### src/rtl/wishbone_bus_master_if.sv
// ============================================================================
//  Module   : wishbone_bus_master_if
//  Purpose  : Wishbone classic bus bundle between the bus master and a slave.
//  Revision : 1.0 - initial release
// ============================================================================
`default_nettype none

interface wishbone_bus_master_if #(
    parameter int DW = 32,
    parameter int SW = 4
);
    logic [DW-1:0] adr;
    logic [DW-1:0] dat_w;
    logic [DW-1:0] dat_r;
    logic          we;
    logic [SW-1:0] sel;
    logic          stb;
    logic          cyc;
    logic          ack;

    modport master (
        output adr, dat_w, we, sel, stb, cyc,
        input  dat_r, ack
    );

    modport slave (
        input  adr, dat_w, we, sel, stb, cyc,
        output dat_r, ack
    );
endinterface

`default_nettype wire

### src/rtl/wishbone_bus_master.sv
// ============================================================================
//  Module   : wishbone_bus_master
//  Purpose  : CPU memory port to Wishbone classic single transfers, with
//             pipeline stall, flush handling and a hung-transfer timeout.
//  Revision : 1.0 - initial release
// ============================================================================
`default_nettype none

module wishbone_bus_master #(
    parameter int DW      = 32,
    parameter int SW      = 4,
    parameter int TIMEOUT = 255
) (
    input  wire logic          clk,
    input  wire logic          rst_n,
    input  wire logic          cpu_ce_i,
    input  wire logic [DW-1:0] cpu_addr_i,
    input  wire logic [DW-1:0] cpu_data_i,
    input  wire logic          cpu_we_i,
    input  wire logic [SW-1:0] cpu_sel_i,
    output logic      [DW-1:0] cpu_data_o,
    input  wire logic [5:0]    stall_i,
    input  wire logic          flush_i,
    output logic               stallreq_o,
    output logic               bus_err_o,
    wishbone_bus_master_if.master wb
);

    typedef enum logic [1:0] {
        ST_IDLE = 2'd0,
        ST_BUSY = 2'd1,
        ST_WAIT = 2'd2
    } state_t;

    localparam logic [7:0] C_CNT_LAST = 8'(TIMEOUT - 1);

    state_t        r_state,  w_state;
    logic [DW-1:0] r_adr,    w_adr;
    logic [DW-1:0] r_dat,    w_dat;
    logic          r_we,     w_we;
    logic [SW-1:0] r_sel,    w_sel;
    logic          r_active, w_active;
    logic [DW-1:0] r_rd_buf, w_rd_buf;
    logic [7:0]    r_cnt,    w_cnt;
    logic          r_bus_err, w_bus_err;
    logic          w_drop;
    logic          w_stalled;

    assign w_stalled = (stall_i != 6'd0);

    always_comb begin
        w_state    = r_state;
        w_adr      = r_adr;
        w_dat      = r_dat;
        w_we       = r_we;
        w_sel      = r_sel;
        w_active   = r_active;
        w_rd_buf   = r_rd_buf;
        w_cnt      = r_cnt;
        w_bus_err  = 1'b0;
        w_drop     = 1'b0;
        stallreq_o = 1'b0;
        cpu_data_o = '0;

        case (r_state)
            ST_IDLE: begin
                if (cpu_ce_i && !flush_i) begin
                    w_adr      = cpu_addr_i;
                    w_dat      = cpu_data_i;
                    w_we       = cpu_we_i;
                    w_sel      = cpu_sel_i;
                    w_active   = 1'b1;
                    w_cnt      = 8'd0;
                    w_state    = ST_BUSY;
                    stallreq_o = 1'b1;
                end
            end
            ST_BUSY: begin
                // Flush takes priority over a coincident ack: the data is discarded.
                if (flush_i) begin
                    w_drop   = 1'b1;
                    w_rd_buf = '0;
                    w_state  = ST_IDLE;
                end else if (wb.ack) begin
                    w_drop = 1'b1;
                    if (!r_we) begin
                        w_rd_buf   = wb.dat_r;
                        cpu_data_o = wb.dat_r;
                    end
                    w_state = w_stalled ? ST_WAIT : ST_IDLE;
                end else if (r_cnt == C_CNT_LAST) begin
                    w_drop    = 1'b1;
                    w_rd_buf  = '0;
                    w_bus_err = 1'b1;
                    w_state   = ST_IDLE;
                end else begin
                    w_cnt      = r_cnt + 8'd1;
                    stallreq_o = 1'b1;
                end
            end
            ST_WAIT: begin
                cpu_data_o = r_rd_buf;
                if (flush_i) begin
                    w_rd_buf = '0;
                    w_state  = ST_IDLE;
                end else if (!w_stalled) begin
                    w_state = ST_IDLE;
                end
            end
            default: w_state = ST_IDLE;
        endcase

        if (w_drop) begin
            w_active = 1'b0;
            w_adr    = '0;
            w_dat    = '0;
            w_we     = 1'b0;
            w_sel    = '0;
        end
    end

    always_ff @(posedge clk) begin
        if (!rst_n) begin
            r_state   <= ST_IDLE;
            r_adr     <= '0;
            r_dat     <= '0;
            r_we      <= 1'b0;
            r_sel     <= '0;
            r_active  <= 1'b0;
            r_rd_buf  <= '0;
            r_cnt     <= 8'd0;
            r_bus_err <= 1'b0;
        end else begin
            r_state   <= w_state;
            r_adr     <= w_adr;
            r_dat     <= w_dat;
            r_we      <= w_we;
            r_sel     <= w_sel;
            r_active  <= w_active;
            r_rd_buf  <= w_rd_buf;
            r_cnt     <= w_cnt;
            r_bus_err <= w_bus_err;
        end
    end

    // stb and cyc always move together for single transfers.
    assign wb.adr    = r_adr;
    assign wb.dat_w  = r_dat;
    assign wb.we     = r_we;
    assign wb.sel    = r_sel;
    assign wb.stb    = r_active;
    assign wb.cyc    = r_active;
    assign bus_err_o = r_bus_err;

endmodule

`default_nettype wire

### src/flat_wrapper.sv
// flat-port wrapper written by rule: the top's interface ports become plain ports
module wishbone_bus_master_flat 
#(
    parameter int DW      = 32,
    parameter int SW      = 4,
    parameter int TIMEOUT = 255
)
  (clk, rst_n, cpu_ce_i, cpu_addr_i, cpu_data_i, cpu_we_i, cpu_sel_i, cpu_data_o, stall_i, flush_i, stallreq_o, bus_err_o, wb_adr, wb_dat_w, wb_we, wb_sel, wb_stb, wb_cyc, wb_dat_r, wb_ack);
  wishbone_bus_master_if #(.DW(DW), .SW(SW)) wb_i ();
  input  wire logic clk;
  input  wire logic rst_n;
  input  wire logic cpu_ce_i;
  input  wire logic [DW-1:0] cpu_addr_i;
  input  wire logic [DW-1:0] cpu_data_i;
  input  wire logic cpu_we_i;
  input  wire logic [SW-1:0] cpu_sel_i;
  output logic      [DW-1:0] cpu_data_o;
  input  wire logic [5:0] stall_i;
  input  wire logic flush_i;
  output logic stallreq_o;
  output logic bus_err_o;
  output wire logic [$bits(wb_i.adr)-1:0] wb_adr;
  output wire logic [$bits(wb_i.dat_w)-1:0] wb_dat_w;
  output wire logic [$bits(wb_i.we)-1:0] wb_we;
  output wire logic [$bits(wb_i.sel)-1:0] wb_sel;
  output wire logic [$bits(wb_i.stb)-1:0] wb_stb;
  output wire logic [$bits(wb_i.cyc)-1:0] wb_cyc;
  input wire logic [$bits(wb_i.dat_r)-1:0] wb_dat_r;
  input wire logic [$bits(wb_i.ack)-1:0] wb_ack;
  assign wb_adr = wb_i.adr;
  assign wb_dat_w = wb_i.dat_w;
  assign wb_we = wb_i.we;
  assign wb_sel = wb_i.sel;
  assign wb_stb = wb_i.stb;
  assign wb_cyc = wb_i.cyc;
  assign wb_i.dat_r = wb_dat_r;
  assign wb_i.ack = wb_ack;
  wishbone_bus_master #(.DW(DW), .SW(SW), .TIMEOUT(TIMEOUT)) u_core (.clk(clk), .rst_n(rst_n), .cpu_ce_i(cpu_ce_i), .cpu_addr_i(cpu_addr_i), .cpu_data_i(cpu_data_i), .cpu_we_i(cpu_we_i), .cpu_sel_i(cpu_sel_i), .cpu_data_o(cpu_data_o), .stall_i(stall_i), .flush_i(flush_i), .stallreq_o(stallreq_o), .bus_err_o(bus_err_o), .wb(wb_i));
endmodule
### config.mk
export PLATFORM = sky130hd
export DESIGN_NAME = wishbone_bus_master_flat
export DESIGN_NICKNAME = d
export VERILOG_FILES = /design/src/rtl/wishbone_bus_master_if.sv /design/src/rtl/wishbone_bus_master.sv /design/src/flat_wrapper.sv
export SDC_FILE = /design/constraint.sdc
export NUM_CORES = 1
export LEC_CHECK = 0
export CAP_MARGIN = 25
export CORE_UTILIZATION = 38
export CTS_CLUSTER_SIZE = 28
export DETAILED_ROUTE_END_ITERATION = 16
export PLACE_DENSITY = 0.81
export SLEW_MARGIN = 30
export SYNTH_ARGS = -nofsm -noshare
export SYNTH_HDL_FRONTEND = slang
export SYNTH_SLANG_ARGS = --single-unit
### constraint.sdc
create_clock -name clk -period 1.9 [get_ports clk]
set_input_delay 0.38 -clock clk [delete_from_list [all_inputs] [get_ports clk]]
set_output_delay 0.38 -clock clk [all_outputs]
set_load 0.02 [all_outputs]
After elaboration in Yosys (flattened, before gate mapping). Cells that the tools add are included.

$add $sub $neg: 1. Eq/ne operators: 11. Muxes and demuxes: 32. Bitwise gates (word level): 2. Reduce and logical (&&, ||, !) cells: 12.

Operator list (number): 32-bit 2-to-1 mux (8); 32-bit one-hot mux with 2 select lines (2); 8-bit 2-to-1 mux (4); 8-bit one-hot mux with 2 select lines (1); 2-bit 2-to-1 mux (7); 8-bit by 1-bit adder with 8-bit output, second input constant (1); 8-bit equality test, second input constant (1); 1-bit 2-to-1 mux (8); 2-bit != test, second input constant (4); 2-bit one-hot mux with 3 select lines (1); 6-bit nonzero test (1); 5-bit AND reduction (1); 4-bit by 3-bit != test with 1-bit output, second input constant (1); 4-bit != test, second input constant (1); 4-bit AND reduction (1); 2-bit nonzero test (2); 4-bit OR reduction (1); 3-bit != test, second input constant (1); 3-bit AND reduction (1); 2-bit by 1-bit equality test with 1-bit output, second input constant (1); 2-bit equality test, second input constant (1); 2-bit logical NOT (1); 2-bit by 1-bit != test with 1-bit output, second input constant (1); 1-bit NOT (2); 5 further kinds (5).

Flip-flop bits (word level): 113. Output and inout bits: 105. Logic and storage cells: 67.

Logic depth before layout (Yosys ltp). Gate-level depths: netlist of the first run.

Depth after elaboration: 6. Gate-level depth with buffers: 8.

Worst setup path after synthesis of the first run. OpenSTA, ideal clock, no wires.

Kind: register to output. From: register u_core.r_state[1]. To: output cpu_data_o[10]. Arrival time: 1.694 ns. Setup slack: -0.174 ns. Cell stages (with the launch flop): 9. Path buffers: 3. Cells stage by stage: dfxtp_1 > inv_1 > ha_1 > buf_4 > nor4bb_1 > clkbuf_1 > buf_2 > a22oi_1 > nor2b_1.

Word-level cells in the longest chain between the ends: 2.

RTL lines: start, declared (RTL line wishbone_bus_master.sv:37) `state_t r_state, w_state;`; start signal, assigned (RTL line wishbone_bus_master.sv:134) `r_state <= w_state;`; 2-bit equality test / 2-bit by 1-bit equality test with 1-bit output (equally long branches) (RTL line wishbone_bus_master.sv:65) `case (r_state)`; 32-bit one-hot mux with 2 select lines * (RTL line wishbone_bus_master.sv:65); end, declared (RTL line flat_wrapper.sv:17) `output logic [DW-1:0] cpu_data_o;`.

Mark *: on every way between the ends. The rest lies on a longest branch, timed or not.

Worst setup path after layout of the first run.
From: register u_core.r_state[1]. To: output cpu_data_o[31].

The elaborated chain is that of the path after synthesis.

==> results of run 1 <==
## per-stage QoR
stage	area [um2]	setup slack, ns
final	8780	-0.533
after global routing	8780	-0.589
after detailed placement	7600	-0.777
after global placement	7600	-0.744
after CTS	8490	-0.421
after floorplan	5130	0.0271
## layout by cell type (no fill, tap or decap), types with 13 or more instances in the layout
master and n:
a22oi_2 19, buf_6 34, buf_4 48, clkdlybuf4s50_1 180
dfxtp_1 110, a22o_1 32, nand2_1 144, clkbuf_16 23
a22oi_1 13, nor2b_2 31, a21oi_2 70
## worst max-delay path: stages (launching register included)
cell and delay, ns:
dfxtp_2 0.33, inv_2 0.08, ha_4 0.15, nor4bb_4 0.21, buf_4 0.20, clkbuf_16 0.16, buf_6 0.11, a22oi_2 0.05
nor2b_1 0.18, buf_4 0.17
## flip-flops by register name, summed over array words and instances (netlist names)
| register | flops |
|---|---|
| u_core.wb.dat_w | 32 |
| u_core.r_cnt | 8 |
| u_core.r_rd_buf | 32 |
| u_core.wb.adr | 32 |
| u_core.wb.sel | 4 |
| u_core.r_state | 2 |
| u_core.wb.we | 1 |
| u_core.bus_err_o | 1 |
| u_core.wb.cyc | 1 |
## layout make-up
class | instances | area (um2) | share of cell area, %
repair buffers | 281 | 2920 | 33.3
multi-input cells | 381 | 2730 | 31.1
flip-flops and latches | 113 | 2270 | 25.8
clock buffers | 21 | 460 | 5.24
well taps | 172 | 215 | 2.45
clock inverters | 11 | 160 | 1.82
inverters | 8 | 30.0 | 0.342
## cell families after synthesis
group / after synthesis
DFF: 113
adders and majority gates: 5
muxes: 1
AOI/OAI and AO/OA: 162
and+or+nand+nor: 213
buffers and inverters: 51
## power by group
part / switching, mW / internal [mW] / total, mW / leakage, nW
logic: 0.511 / 0.561 / 1.07 / 1.90
registers: 0.0488 / 2.46 / 2.51 / 0.919
clock network: 1.10 / 2.25 / 3.35 / 0.303
total: 1.66 / 5.27 / 6.93 / 3.12
## path summary, 6_finish.rpt
path,end,from,slack [ns]
worst max-delay path,cpu_data_o[31],u_core.r_state[1],-0.53
worst min-delay path,u_core.wb.dat_w[12],u_core.wb.dat_w[12],0.46
worst max register to register,u_core.r_rd_buf[16],u_core.r_state[1],-0.15
worst min register to register,u_core.wb.dat_w[12],u_core.wb.dat_w[12],0.46
## timing repair
action / 4_1_cts / 5_1_grt
gates resized for setup: 210 / 38
hold buffers: 0 / 0
endpoints found under the setup margin: 61 / 77
cloned: 3 / 6
buffers inserted: 15 / 6
pin swaps: 1 / 38
## metal layers
metal / up-vias / part of all wire [%]
met4: 0 / 1.7
met1: 2408 / 38
met5: - / 0
met2: 241 / 53
met3: 25 / 6.7
li1: 2424 / -
==> metrics.csv, run 1 <==
metric;value;unit
actual slew at the worst max-slew pin;0.526;ns
clock period minus worst slack;2.43;ns
H-tree depth;4;
placed insts;928;
synth warn;0;
die span in y;117;um
status;finished, violations left;
hpwl dp;9860;um
number of clock sinks;113;
# nets final;919;
Worst Reg-to-Reg Cells;10;
final wirelength;16600;um
compound-cell area share of the yosys netlist;27.1;%
I/O pin count;217;
Num CTS Buffers;17;
input/output buffers;216;
Synth Instances;545;
Reg clk slew, reported paths;0.05;ns
Tot GR Track Use;22.0;%
share of layout cells above drive strength 1;34.0;%
Pwr Density;789;nW/um2
die width;117;um
routed vias;5098;
gr busiest metal;met2;
synth top area cells;dfxtp_1 45%, a21oi_2 12%, nand2_1 11%, a22o_1 5.5%, a22oi_1 4.8%;
Max Fclk;411;MHz
worst skew pair latency;0.41;ns
Worst EP arrival;2.05;ns
CP max FO;6;
Layout Cells excl Fill;987;
GR Layer Usage met3;5.30;%
Util after Layout;68.8;%
Vias/cell;5.17;
Starting Density;39.5;%
Clock Path Buffers;2;
Pwr Total;6.93;mW
Leak;3.12;nW
RSZ-0062 raised after global routing;true;
Synth Area in Simple Gates;19.6;%
CTS root buffer;clkbuf_16;
Avg Synthesized Cell Area;9.27;um2
Peak VDD IR;0.668;mV
core box area;12800;um2
Synth cell types;52;
Antenna diodes;0;
Setup TNS Final;-17.55;ns
post-synthesis sequential area ratio;44.8;%
PnR worst setup slack;-0.533;ns
Initial DRT Pass Iterations;5;
Synth top area share;44.8;%
first-pass GRT wire length;23400;um
max cap viols;0;
top post-synthesis cells by count;145 x nand2_1, 113 x dfxtp_1, 70 x a21oi_2;
post-synthesis adder-cell area fraction;1.24;%
Primary FF master, synth;dfxtp_1;
initial DRC count;341;
ANT nets after route;0;
Hold Violations, Final;0;
Die Footprint;13800;um2
Rel. slew slack;64.9;%
largest net degree at the start of global routing;70;
CP Class;reg -> out;
FILL cells;873;
CP required;1.52;ns
most frequent cell after synthesis;nand2_1;
area added between synthesis and finish;73.9;%
# setup viols final;64;
xor/xnor share of the synthesized area;0;%
vias in the first global route;4954;
failing checks;negative setup slack;
hold path cells;2;
Max Slew Vio Count;0;
period utilisation layout;128;%
grt met2 use;40.7;%
met1 usage;24.3;%
Post-Syn Area;5050;um2
clock skew;0.00950;ns
largest family of logic cells by synthesized area;compound AO/OA/AOI/OAI gates;
Fin Hold WS;0.465;ns
grt total ovfl;0;
#FFs+latches synth;113;
DRC Markers;0;
critical path startpoint category;flip-flop;
post-synthesis mux area share;0.198;%
CTS tree;done;
Post-synth EDFFs;0;
num rows;41;
Critical Path Sink Type;output pin;
cell taking the most area after synthesis;dfxtp_1;
initial antenna violation count;0;
GPL Wtd Cong;0.855;
Post-synth ARST share;0;%
post-synth net total;662;
HP Class;reg -> reg;
routed length per placed instance;16.9;um
Power figures use the tool's default switching activity.
==> run 2: changes to the inputs <==
- MAX_ROUTING_LAYER: not set -> met4
==> metrics.csv, run 2 (synthesized netlist as in run 1, its figures left out) <==
metric;value;unit
hpwl dp;9860;um
Storage cell area;2270;um2
clock skew;0.00680;ns
Util after Layout;68.8;%
HP Class;reg -> reg;
footprint of the multi-input gates;2730;um2
core box area;12800;um2
GPL Wtd Cong;0.868;
Starting Density;39.5;%
Critical Path Sink Type;output pin;
H-tree depth;4;
period utilisation layout;129;%
most common library cell in the layout ignoring fill and taps;clkdlybuf4s50_1;
Antenna diodes;0;
I/O pin count;217;
PnR worst setup slack;-0.555;ns
Critical R2R Launch;u_core.r_state[1];
RSZ-0062 raised after global routing;true;
Setup TNS Final;-18.41;ns
# setup viols final;64;
Worst R2R End;u_core.r_rd_buf[11];
ANT nets after route;0;
# nets final;919;
CP Class;reg -> out;
Worst setup startpoint;u_core.r_state[1];
failing checks;negative setup slack;
Reg clk slew, reported paths;0.05;ns
Pwr Density;788;nW/um2
Clock Path Buffers;2;
initial antenna violation count;0;
largest net degree at the start of global routing;70;
max cap viols;0;
share of layout cells above drive strength 1;34.0;%
CTS root buffer;clkbuf_16;
clock period minus worst slack;2.46;ns
Worst Reg-to-Reg Cells;10;
Max Fclk;407;MHz
routed vias;5084;
Hold Violations, Final;0;
vias in the first global route;4971;
Die Footprint;13800;um2
die width;117;um
Max Slew Vio Count;0;
die span in y;117;um
min-delay src;u_core.wb.dat_w[12];
DRC Markers;0;
initial DRC count;349;
status;finished, violations left;
Initial DRT Pass Iterations;5;
leading cell types in the layout, fill and taps excluded;180 x clkdlybuf4s50_1, 144 x nand2_1, 110 x dfxtp_1, 70 x a21oi_2, 48 x buf_4;
input/output buffers;216;
FF-to-FF setup slack;-0.17;ns
CP required;1.52;ns
FILL cells;873;
worst skew pair latency;0.40;ns
Rel. slew slack;65.4;%
Peak VDD IR;0.662;mV
worst setup path endpoint;cpu_data_o[31];
Leak;3.12;nW
number of clock sinks;113;
critical path startpoint category;flip-flop;
actual slew at the worst max-slew pin;0.519;ns
Tot GR Track Use;22.7;%
first-pass GRT wire length;23400;um
grt total ovfl;0;
CTS tree;done;
num rows;41;
CP max FO;6;
final wirelength;16700;um
Vias/cell;5.15;
Num CTS Buffers;17;
routed length per placed instance;16.9;um
Worst EP arrival;2.08;ns
area added between synthesis and finish;73.9;%
==> run 2: cell counts in the layout (fill, tap and decap cells not counted) <==
Identical to the previous run, type by type.
==> run 2: area by class of cell <==
cell class / count / area share [%]
clock inverter: 11 / 1.82
multi-input combinational: 381 / 31.1
inverter: 8 / 0.342
clock buffer: 21 / 5.24
sequential: 113 / 25.8
timing repair buffer: 281 / 33.3
tap: 172 / 2.45
==> run 2: worst min path at each step <==
| stage | endpoint | cells past startpoint |
|---|---|---|
| after floorplan | u_core.r_rd_buf[10] | 1 |
| after detailed placement | u_core.wb.dat_w[5] | 2 |
| after global routing | u_core.wb.dat_w[12] | 2 |
| final | u_core.wb.dat_w[12] | 2 |
| after global placement | u_core.wb.dat_w[8] | 2 |
| after CTS | u_core.wb.dat_w[5] | 2 |
==> run 2: power breakdown <==
group | leakage [nW] | switching, mW | internal [mW]
Sequential | 0.919 | 0.0489 | 2.46
Clock | 0.303 | 1.09 | 2.25
Combinational | 1.90 | 0.511 | 0.561
Total | 3.12 | 1.65 | 5.27
==> run 2: layer usage <==
layer	share of wire (%)	GRT usage, %	vias to the layer above
met5	0	-	-
met4	1.6	8.19	0
met3	5.7	4.53	24
met2	53	40.9	223
met1	39	24.7	2420
li1	-	-	2417
==> run 2: stage by stage <==
stage          instances  hold WS [ns]  setup WS (ns)  power [mW]  area, um2
2_1_floorplan        545         0.450         0.0271        3.05       5130
3_3_place_gp         928         0.455         -0.744        3.51       7600
3_5_place_dp         928         0.456         -0.777        3.54       7600
4_1_cts              977         0.465         -0.421        6.93       8490
5_1_grt              987         0.481         -0.590        7.17       8780
6_report             987         0.466         -0.555        6.92       8780
==> run 2: what timing repair did <==
item,4_1_cts,5_1_grt
buffers inserted,15,6
endpoints found under the setup margin,61,77
gates resized for setup,210,38
gates cloned,3,6
pin swaps,1,38
hold endpoints to repair,0,0
hold buffers,0,0
==> run 2: critical path, cell delays in order, from the launching register on <==
cell	delay [ns]
dfxtp_2	0.33
inv_2	0.09
ha_4	0.15
nor4bb_4	0.21
buf_4	0.20
clkbuf_16	0.16
buf_6	0.11
a22oi_2	0.05
nor2b_1	0.19
buf_4	0.18
